$ cat config.mk
export PLATFORM = sky130hd
export DESIGN_NAME = ldpc_sram_arbiter_flat
export DESIGN_NICKNAME = d
export VERILOG_FILES = /design/src/rtl/ldpc_mem_pkg.sv /design/src/rtl/ldpc_sram_arbiter_if.sv /design/src/rtl/ldpc_rr_arb2.sv /design/src/rtl/ldpc_sram_arbiter.sv /design/src/flat_wrapper.sv
export SDC_FILE = /design/constraint.sdc
export NUM_CORES = 1
export LEC_CHECK = 0
export CORE_MARGIN = 3
export CORE_UTILIZATION = 31
export CTS_BUF_LIST = sky130_fd_sc_hd__clkbuf_8
export CTS_CLUSTER_DIAMETER = 120
export DETAILED_ROUTE_END_ITERATION = 12
export GPL_ROUTABILITY_DRIVEN = 0
export PLACE_DENSITY = 0.82
export SYNTH_ARGS = -nofsm -noshare
export SYNTH_HDL_FRONTEND = slang
export SYNTH_SLANG_ARGS = --single-unit
export TNS_END_PERCENT = 50
$ cat constraint.sdc
create_clock -name clk -period 3.1 [get_ports clk]
set_input_delay 0.62 -clock clk [delete_from_list [all_inputs] [get_ports clk]]
set_output_delay 0.62 -clock clk [all_outputs]
set_load 0.005 [all_outputs]
$ cat src/rtl/ldpc_mem_pkg.sv
// Shared constants for the LDPC message-memory subsystem: SRAM geometry and
// the requester index encodings used by the port arbiters.
package ldpc_mem_pkg;

    localparam int MSG_AW = 8;
    localparam int MSG_DW = 8;

    // Writer indices on SRAM port B
    localparam logic W_IDX_LDR = 1'b0;   // channel-LLR loader
    localparam logic W_IDX_CNU = 1'b1;   // check-node writeback

    // Reader indices on SRAM port A (also the value returned on rd_tag)
    localparam logic R_IDX_VNU = 1'b0;   // variable-node update
    localparam logic R_IDX_HD  = 1'b1;   // output hard-decision unit

endpackage

$ cat src/rtl/ldpc_sram_arbiter_if.sv
// Requester-side bus of the message SRAM arbiter: two writers, two readers
// and the shared tagged read-return path.
interface ldpc_sram_arbiter_if
    import ldpc_mem_pkg::*;
#(
    parameter int AW = MSG_AW,
    parameter int DW = MSG_DW
);
    logic          w0_req;
    logic          w1_req;
    logic [AW-1:0] w0_addr;
    logic [AW-1:0] w1_addr;
    logic [DW-1:0] w0_data;
    logic [DW-1:0] w1_data;
    logic          w0_gnt;
    logic          w1_gnt;

    logic          r0_req;
    logic          r1_req;
    logic [AW-1:0] r0_addr;
    logic [AW-1:0] r1_addr;
    logic          r0_gnt;
    logic          r1_gnt;

    logic          rd_vld;
    logic          rd_tag;
    logic [DW-1:0] rd_data;

    // Requesters drive requests and sample grants / read returns
    modport master (
        output w0_req, w1_req, w0_addr, w1_addr, w0_data, w1_data,
        output r0_req, r1_req, r0_addr, r1_addr,
        input  w0_gnt, w1_gnt, r0_gnt, r1_gnt,
        input  rd_vld, rd_tag, rd_data
    );

    // The arbiter consumes requests and produces grants / read returns
    modport slave (
        input  w0_req, w1_req, w0_addr, w1_addr, w0_data, w1_data,
        input  r0_req, r1_req, r0_addr, r1_addr,
        output w0_gnt, w1_gnt, r0_gnt, r1_gnt,
        output rd_vld, rd_tag, rd_data
    );

endinterface

$ cat src/rtl/ldpc_rr_arb2.sv
// Two-requester round-robin arbiter. A lone requester always wins; when both
// request, the pointer picks the winner and then flips to the loser, so
// continuous contention alternates strictly. Grants are forced low in reset.
module ldpc_rr_arb2 (
    input  logic       clk,
    input  logic       rst_n,
    input  logic [1:0] req,
    output logic [1:0] gnt
);

    logic ptr_reg;
    logic ptr_next;

    // A requester wins if it is alone or the pointer favours it
    for (genvar gi = 0; gi < 2; gi++) begin : g_gnt
        assign gnt[gi] = rst_n & req[gi] & (~req[1-gi] | (ptr_reg == 1'(gi)));
    end

    // Pointer moves to the complement of whoever was just granted
    always_comb begin
        ptr_next = ptr_reg;
        if (gnt[0]) begin
            ptr_next = 1'b1;
        end else if (gnt[1]) begin
            ptr_next = 1'b0;
        end
    end

    // Pointer register, favours index 0 out of reset
    always_ff @(posedge clk or negedge rst_n) begin
        if (!rst_n) begin
            ptr_reg <= 1'b0;
        end else begin
            ptr_reg <= ptr_next;
        end
    end

endmodule

$ cat src/rtl/ldpc_sram_arbiter.sv
// Shares one two-port message SRAM between two writers (port B) and two
// readers (port A). Each port has its own round-robin arbiter; reads return
// one cycle after grant with a requester tag, and a read colliding with a
// same-cycle write to the same address can optionally see the new data.
module ldpc_sram_arbiter
    import ldpc_mem_pkg::*;
#(
    parameter int AW     = MSG_AW,
    parameter int DW     = MSG_DW,
    parameter bit FWD_EN = 1'b1
) (
    input  logic                clk,
    input  logic                rst_n,
    ldpc_sram_arbiter_if.slave  bus,
    output logic [AW-1:0]       sram_addra,
    output logic                sram_ena,
    input  logic [DW-1:0]       sram_douta,
    output logic [AW-1:0]       sram_addrb,
    output logic [DW-1:0]       sram_dinb,
    output logic                sram_enb,
    output logic                sram_web
);

    logic [1:0]    wr_req;
    logic [1:0]    wr_gnt;
    logic [1:0]    rd_req;
    logic [1:0]    rd_gnt;
    logic          rd_sel;
    logic          collide;

    logic          rd_vld_reg;
    logic          rd_tag_reg;
    logic          fwd_reg;
    logic [DW-1:0] fwd_data_reg;

    assign wr_req[W_IDX_LDR] = bus.w0_req;
    assign wr_req[W_IDX_CNU] = bus.w1_req;
    assign rd_req[R_IDX_VNU] = bus.r0_req;
    assign rd_req[R_IDX_HD]  = bus.r1_req;

    ldpc_rr_arb2 u_wr_arb (
        .clk   (clk),
        .rst_n (rst_n),
        .req   (wr_req),
        .gnt   (wr_gnt)
    );

    ldpc_rr_arb2 u_rd_arb (
        .clk   (clk),
        .rst_n (rst_n),
        .req   (rd_req),
        .gnt   (rd_gnt)
    );

    assign bus.w0_gnt = wr_gnt[W_IDX_LDR];
    assign bus.w1_gnt = wr_gnt[W_IDX_CNU];
    assign bus.r0_gnt = rd_gnt[R_IDX_VNU];
    assign bus.r1_gnt = rd_gnt[R_IDX_HD];

    // Drive SRAM ports from the granted requester; idle ports park at zero
    always_comb begin
        sram_enb   = 1'b1;
        sram_web   = 1'b0;
        sram_addrb = '0;
        sram_dinb  = '0;
        if (wr_gnt[W_IDX_LDR]) begin
            sram_enb   = 1'b0;
            sram_web   = 1'b1;
            sram_addrb = bus.w0_addr;
            sram_dinb  = bus.w0_data;
        end else if (wr_gnt[W_IDX_CNU]) begin
            sram_enb   = 1'b0;
            sram_web   = 1'b1;
            sram_addrb = bus.w1_addr;
            sram_dinb  = bus.w1_data;
        end

        sram_ena   = 1'b1;
        sram_addra = '0;
        rd_sel     = R_IDX_VNU;
        if (rd_gnt[R_IDX_VNU]) begin
            sram_ena   = 1'b0;
            sram_addra = bus.r0_addr;
            rd_sel     = R_IDX_VNU;
        end else if (rd_gnt[R_IDX_HD]) begin
            sram_ena   = 1'b0;
            sram_addra = bus.r1_addr;
            rd_sel     = R_IDX_HD;
        end
    end

    // The SRAM returns old contents when both ports hit one address together
    assign collide = ~sram_ena & ~sram_enb & (sram_addra == sram_addrb);

    // Read-return pipeline: valid/tag one cycle after grant, plus forward capture
    always_ff @(posedge clk or negedge rst_n) begin
        if (!rst_n) begin
            rd_vld_reg   <= 1'b0;
            rd_tag_reg   <= 1'b0;
            fwd_reg      <= 1'b0;
            fwd_data_reg <= '0;
        end else begin
            rd_vld_reg <= ~sram_ena;
            if (!sram_ena) begin
                rd_tag_reg <= rd_sel;
            end
            fwd_reg <= FWD_EN & collide;
            if (collide) begin
                fwd_data_reg <= sram_dinb;
            end
        end
    end

    assign bus.rd_vld  = rd_vld_reg;
    assign bus.rd_tag  = rd_tag_reg;
    assign bus.rd_data = fwd_reg ? fwd_data_reg : sram_douta;

endmodule

$ cat src/flat_wrapper.sv
// flat-port wrapper written by rule: the top's interface ports become plain ports
module ldpc_sram_arbiter_flat import ldpc_mem_pkg::*;
#(
    parameter int AW     = MSG_AW,
    parameter int DW     = MSG_DW,
    parameter bit FWD_EN = 1'b1
)
  (clk, rst_n, sram_addra, sram_ena, sram_douta, sram_addrb, sram_dinb, sram_enb, sram_web, bus_w0_req, bus_w1_req, bus_w0_addr, bus_w1_addr, bus_w0_data, bus_w1_data, bus_r0_req, bus_r1_req, bus_r0_addr, bus_r1_addr, bus_w0_gnt, bus_w1_gnt, bus_r0_gnt, bus_r1_gnt, bus_rd_vld, bus_rd_tag, bus_rd_data);
  ldpc_sram_arbiter_if #(.AW(AW), .DW(DW)) bus_i ();
  input  logic clk;
  input  logic rst_n;
  output logic [AW-1:0] sram_addra;
  output logic sram_ena;
  input  logic [DW-1:0] sram_douta;
  output logic [AW-1:0] sram_addrb;
  output logic [DW-1:0] sram_dinb;
  output logic sram_enb;
  output logic sram_web;
  input wire logic [$bits(bus_i.w0_req)-1:0] bus_w0_req;
  input wire logic [$bits(bus_i.w1_req)-1:0] bus_w1_req;
  input wire logic [$bits(bus_i.w0_addr)-1:0] bus_w0_addr;
  input wire logic [$bits(bus_i.w1_addr)-1:0] bus_w1_addr;
  input wire logic [$bits(bus_i.w0_data)-1:0] bus_w0_data;
  input wire logic [$bits(bus_i.w1_data)-1:0] bus_w1_data;
  input wire logic [$bits(bus_i.r0_req)-1:0] bus_r0_req;
  input wire logic [$bits(bus_i.r1_req)-1:0] bus_r1_req;
  input wire logic [$bits(bus_i.r0_addr)-1:0] bus_r0_addr;
  input wire logic [$bits(bus_i.r1_addr)-1:0] bus_r1_addr;
  output wire logic [$bits(bus_i.w0_gnt)-1:0] bus_w0_gnt;
  output wire logic [$bits(bus_i.w1_gnt)-1:0] bus_w1_gnt;
  output wire logic [$bits(bus_i.r0_gnt)-1:0] bus_r0_gnt;
  output wire logic [$bits(bus_i.r1_gnt)-1:0] bus_r1_gnt;
  output wire logic [$bits(bus_i.rd_vld)-1:0] bus_rd_vld;
  output wire logic [$bits(bus_i.rd_tag)-1:0] bus_rd_tag;
  output wire logic [$bits(bus_i.rd_data)-1:0] bus_rd_data;
  assign bus_i.w0_req = bus_w0_req;
  assign bus_i.w1_req = bus_w1_req;
  assign bus_i.w0_addr = bus_w0_addr;
  assign bus_i.w1_addr = bus_w1_addr;
  assign bus_i.w0_data = bus_w0_data;
  assign bus_i.w1_data = bus_w1_data;
  assign bus_i.r0_req = bus_r0_req;
  assign bus_i.r1_req = bus_r1_req;
  assign bus_i.r0_addr = bus_r0_addr;
  assign bus_i.r1_addr = bus_r1_addr;
  assign bus_w0_gnt = bus_i.w0_gnt;
  assign bus_w1_gnt = bus_i.w1_gnt;
  assign bus_r0_gnt = bus_i.r0_gnt;
  assign bus_r1_gnt = bus_i.r1_gnt;
  assign bus_rd_vld = bus_i.rd_vld;
  assign bus_rd_tag = bus_i.rd_tag;
  assign bus_rd_data = bus_i.rd_data;
  ldpc_sram_arbiter #(.AW(AW), .DW(DW), .FWD_EN(FWD_EN)) u_core (.clk(clk), .rst_n(rst_n), .bus(bus_i), .sram_addra(sram_addra), .sram_ena(sram_ena), .sram_douta(sram_douta), .sram_addrb(sram_addrb), .sram_dinb(sram_dinb), .sram_enb(sram_enb), .sram_web(sram_web));
endmodule
Word level (Yosys, flattened, before mapping)
Cells that the tools add are included.
{"block": "word_totals", "ff_bits": 13, "in_bits": 62, "output_inout_bits": 41, "wordCells": 50}
{"block": "op_classes", "eq_ne": 1, "muxes": 19, "bitwise_logic": 22, "reduce_logical": 2}
{"op": "8-bit two-way mux", "count": 7}
{"op": "1-bit two-way mux", "count": 12}
{"op": "1-bit bitwise AND", "count": 10}
{"op": "8-bit equality test", "count": 1}
{"op": "1-bit NOT", "count": 8}
{"op": "1-bit bitwise OR", "count": 4}
{"op": "2-bit nonzero test", "count": 2}

Logic depth before layout (Yosys ltp)
{"block": "logic_depth", "ltp_word": 8, "ltp_mapped": 7, "depth_no_buf": 6}

By module
From an unflattened synthesis, not the netlist that was laid out.
{"block": "hier_totals", "cells_unflattened": 101, "hier_area_um2": 1062.3}
{"module": "ldpc_sram_arbiter", "n_inst": 1, "cells_per_inst": 83, "area_each_um2": 924.6, "seq_area_each_um2": 275.3}
{"module": "ldpc_rr_arb2", "n_inst": 2, "cells_per_inst": 9, "area_each_um2": 68.8, "seq_area_each_um2": 25.0}

Worst setup path before layout
OpenSTA, ideal clock, no wires.
{"block": "synth_timing", "path_type": "in2reg", "startpoint": "input port bus_w0_req", "endpoint": "register u_core.fwd_data_reg[0]", "setup_time_ps": 125, "t_arrival_ps": 2247, "required_time_ps": 2975, "setup_slack_ps": 728, "cell_stages": 7, "path_buffers": 1, "cell_sequence": "nand2b_1 > buf_2 > a32oi_1 > xnor2_1 > nand4b_1 > nor4_4 > mux2_2"}
{"block": "synth_via", "elab_chain_cells": 8, "elab_cells_between_ends": 15, "cone_classes": "eq/ne (1); mux (6); bitwise (8)"}
{"item": "start: declaration", "line_no": "flat_wrapper.sv:19", "rtl": "input wire logic [$bits(bus_i.w0_req)-1:0] bus_w0_req;"}
{"item": "parallel branches: the longest is 7 deep, another holds 8-bit two-way mux"}
{"item": "1-bit bitwise AND (*)", "line_no": "ldpc_sram_arbiter.sv:93", "rtl": "assign collide = ~sram_ena & ~sram_enb & (sram_addra == sram_addrb);"}
{"item": "via u_core.collide", "line_no": "ldpc_sram_arbiter.sv:29", "rtl": "logic collide;"}
{"item": "end signal: assignment", "line_no": "ldpc_sram_arbiter.sv:109", "rtl": "fwd_data_reg <= sram_dinb;"}
{"item": "end: declaration", "line_no": "ldpc_sram_arbiter.sv:34", "rtl": "logic [DW-1:0] fwd_data_reg;"}
Mark *: on every way through the listed nets, which the timed path passes.
A chain may end at the register's enable or synchronous reset.

Worst setup path after layout
{"block": "layout_timing", "startpoint": "input port bus_w0_req", "endpoint": "output port sram_dinb[1]"}
{"block": "layout_via", "elab_chain_cells": 5, "elab_cells_between_ends": 7, "cone_classes": "mux (2); bitwise (5)"}
{"item": "1-bit NOT", "line_no": "ldpc_rr_arb2.sv:16", "rtl": "assign gnt[gi] = rst_n & req[gi] & (~req[1-gi] | (ptr_reg == 1'(gi)));"}
{"item": "1-bit bitwise OR", "line_no": "ldpc_rr_arb2.sv:16"}
{"item": "1-bit bitwise AND", "line_no": "ldpc_rr_arb2.sv:16"}
{"item": "8-bit two-way mux", "line_no": "ldpc_sram_arbiter.sv:71", "rtl": "end else if (wr_gnt[W_IDX_CNU]) begin"}
{"item": "8-bit two-way mux (*)", "line_no": "ldpc_sram_arbiter.sv:66", "rtl": "if (wr_gnt[W_IDX_LDR]) begin"}
{"item": "end: declaration", "line_no": "flat_wrapper.sv:16", "rtl": "output logic [DW-1:0] sram_dinb;"}
Every way passes the cells marked *; elsewhere a longest branch is shown, timed or not.

==> summary.md <==
| Metric | Value |
|---|---|
| Outcome | `completed` |
| Number of max-capacitance violations reported | `0` |
| Cell count after synthesis | `120` |
| Measured slew at the worst slew-check pin | `0.427 ns` |
| Number of hold violations in the final report | `0` |
| Total placed instance area | `2320 µm²` |
| Total Die Area | `4330 µm²` |
| Antenna cells | `0` |
| Net count reported at finish | `299` |
| Number of clock sinks | `13` |
| Number of global-route vias before repair | `1,410` |
| Leftover overflow at the end of global routing | `0` |
| Number of buffers created by CTS | `3` |
| Minimum clock period | `3.02 ns` |
| Hold Path Origin | `u_core.fwd_data_reg[0]$_DFFE_PN0P_` |
| Syn Area/Cell | `9.25 µm²` |
| Total wire length after detailed routing | `4.25 mm` |
| Depth of the worst register-to-register path | `7` |
| Critical R2R Launch | `u_core.u_rd_arb.ptr_reg$_DFFE_PN0P_` |
| Highest fanout seen on the critical path | `9` |
| Post-route cell area | `2390 µm²` |
| Leakage power summed over all cells | `0.957 nW` |
| Top cells by area in the synthesized netlist | `dfrtp_1, mux2_2, a22o_1, a32o_1, a32oi_1` |
| Largest net degree at the start of global routing | `20` |
| Detailed-route vias per instance | `5.02` |
| CTS Hold Bufs | `0` |
| Count of warnings emitted by yosys | `0` |
| Portion of synthesized cell area occupied by the leading cell type | `0.293` |
| Syn nets | `182` |
| Fmax | `331 MHz` |
| Area of the core | `3390 µm²` |
| Worst slew margin relative to its limit | `0.712` |
| Area growth from synthesis to layout | `115%` |
| Power after layout | `0.727 mW` |
| Kind of critical path | `input port to primary output` |
| Final setup viols | `0` |
| Crit start category | `input port` |
| Wire length of the first global-routing pass | `6.60 mm` |
| Number of placed I/O pins | `103` |
| Number of max-slew violations in the final report | `0` |
| Worst VDD drop | `0.294 mV` |
| Post-route non-filler standard cell count | `282` |
| Count of TritonRoute iterations in the first routing pass | `4` |
| Met2 routing resource usage after global routing | `0.319` |
| GRT Util Overall | `0.195` |
| Starting DRC count in detailed routing | `69` |
| Post-DR wirelength/cell | `15.1 µm` |
| Sequential element share of the synthesized area | `0.293` |
| Clock-pin slew reported for the worst setup and hold paths after clock tree synthesis | `0.05 ns` |
| Total of fill cells in the finished design | `258` |
| Worst setup skew after layout | `0.00297 ns` |
| Port buffer count | `102` |
| Routed via count | `1,415` |
| Insertion delay to the later sink of the worst-skew pair | `0.25 ns` |
| Cell area after technology mapping | `1110 µm²` |
| Worst hold path cell count | `1` |
| TritonCTS clock tree | `yes` |
| Cell accounting for the most synthesized area | `dfrtp_1` |
| Unrepaired setup endpoints after global routing | `no` |
| Met1 Usage GRT | `0.264` |
| Post-route core utilization | `0.705` |
| Placed Cells | `278` |
| Die X-Extent | `65.8 µm` |
| Busiest metal layer after global routing | `met2` |
| Register-to-register path setup slack | `0.74 ns` |
| Crit path capture type | `primary output` |
| Synth unique cells | `27` |
| Rows | `21` |
| Number of flip-flops in the largest register | `8` |
| Overall die height | `65.8 µm` |
| Data arrival time at the worst-slack endpoint | `2.40 ns` |
| Buffer type at the clock tree root | `clkbuf_8` |
| Number of design rule violations left after detail routing | `0` |
| Met3 track demand over resource | `0.0357` |
| Post-CTS setup buffer count | `0` |
| Capturing point of the worst reg2reg path | `u_core.fwd_data_reg[5]$_DFFE_PN0P_` |
| Number of H-tree branching levels | `1` |
| Effective utilization at floorplan | `0.327` |
| Period Utilization, post-route | `0.973` |
| Number of antenna violations at the first check in global routing | `0` |
| Count of antenna-violating nets left after detailed routing | `0` |
| Capture endpoint of the worst hold path | `u_core.fwd_data_reg[0]$_DFFE_PN0P_` |
| Worst EP required | `2.48 ns` |
| P per Cell Area | `304 nW/µm²` |
| Ratio of cells with drive above 1 in the final layout | `0.191` |
| Number of flip-flops and latches in the synthesized netlist | `13` |
| Maximum clock insertion buffer count | `2` |
| Hold Path Class | `flop to flop` |
| Detailed placer's ending HPWL | `3.53 mm` |
final cells by class:
class | instances | area (µm²) | area share
Timing Repair Buffer | 122 | 1200 | 0.501
Multi-Input combinational cell | 93 | 746 | 0.312
Sequential cell | 13 | 325 | 0.136
Tap cell | 46 | 57.6 | 0.0241
Clock buffer | 3 | 41.3 | 0.0173
Inverter | 4 | 18.8 | 0.00786
Clock inverter | 1 | 3.75 | 0.00157
layer usage:
layer	vias to the layer above	share of wire	routed length [µm]
met3	5	0.061	258
met2	59	0.49	2090
met4	0	0.0094	40
met5	-	0	0
met1	650	0.44	1860
li1	701	-	-
power breakdown:
part           switching, mW  internal, mW
logic                  0.126         0.227
clock network         0.0606        0.0875
registers             0.0222         0.203
worst max-delay path, cell delays in order:
cell	delay, ns
clkdlybuf4s50_1	0.54
a21boi_4	0.24
and2_1	0.20
buf_12	0.13
a22o_1	0.15
clkdlybuf4s50_1	0.52
repair_timing:
item / CTS / global route
setup endpoints to repair: 8 / 15
gates resized for setup: 1 / 4
hold endpoints to repair: 0 / 0
cell usage after synthesis:
| library cell | number |
|---|---|
| mux2_2 | 15 |
| dfrtp_1 | 13 |
| nor2_1 | 11 |
| and2_1 | 9 |
| a22o_1 | 8 |
| a32oi_1 | 8 |
| a32o_1 | 7 |
| nand3_1 | 7 |
| clkbuf_1 | 6 |
| buf_2 | 4 |
| nand4b_1 | 4 |
| nor3_1 | 4 |
| inv_1 | 3 |
| or3_1 | 3 |
| a21boi_2 | 2 |
| a21oi_1 | 2 |
| a31oi_1 | 2 |
| nand2b_1 | 2 |
| o21ai_0 | 2 |
| a32oi_2 | 1 |
| and3_1 | 1 |
| clkinv_1 | 1 |
| mux2_1 | 1 |
| nand2_1 | 1 |
| nor4_4 | 1 |
| o22ai_1 | 1 |
| xnor2_1 | 1 |
cell usage in the layout, fill, tap and decap left out:
cell type and n:
o22ai_1 1, mux2_1 1, nand4b_1 4, dfrtp_1 13, nand2_1 1, inv_1 4, clkdlybuf4s50_1 102, a32o_1 7
a21oi_1 2, a32oi_2 1, o21ai_0 2, clkinvlp_4 1, nor3_1 4, and2_1 9, a31oi_1 2, or3_1 3
nand2b_2 1, buf_4 18, nand2b_1 1, nand3_1 7, mux2_2 15, a32oi_1 8, a21boi_4 2, clkbuf_8 3
xnor2_1 1, and3_2 1, a22o_1 8, nor2_1 11, nor4_4 1, buf_12 2
stage by stage:
stage / TNS [ns] / hold slack [ns] / setup WS, ns
global placement: 0 / 0.466 / 0.0238
CTS: 0 / 0.507 / 0.0446
detailed placement: -0.302 / 0.497 / -0.0482
global route: 0 / 0.521 / 0.0123
finish: 0 / 0.505 / 0.0826
floorplan: 0 / 0.324 / 0.728
cell families after synthesis:
| logic type | Yosys count | synth area share |
|---|---|---|
| simple gates | 43 | 0.225 |
| compound gates | 33 | 0.259 |
| mux | 16 | 0.162 |
| buf+inv | 14 | 0.0519 |
| flops | 13 | 0.293 |
| xor+xnor | 1 | 0.00789 |
worst max-delay path by stage:
stage / startpoint / endpoint / slack (ns) / depth (start not counted)
2_1_floorplan: bus_w0_req / u_core.fwd_data_reg[0]$_DFFE_PN0P_ / 0.73 / 7
3_3_place_gp: bus_w0_req / sram_dinb[6] / 0.02 / 5
3_5_place_dp: bus_w0_req / sram_dinb[3] / -0.05 / 5
4_1_cts: bus_r0_req / sram_addra[3] / 0.04 / 5
5_1_grt: bus_r0_req / sram_addra[4] / 0.01 / 5
6_report: bus_w0_req / sram_dinb[1] / 0.08 / 6
No activity file was read; power rests on OpenSTA's default activity.
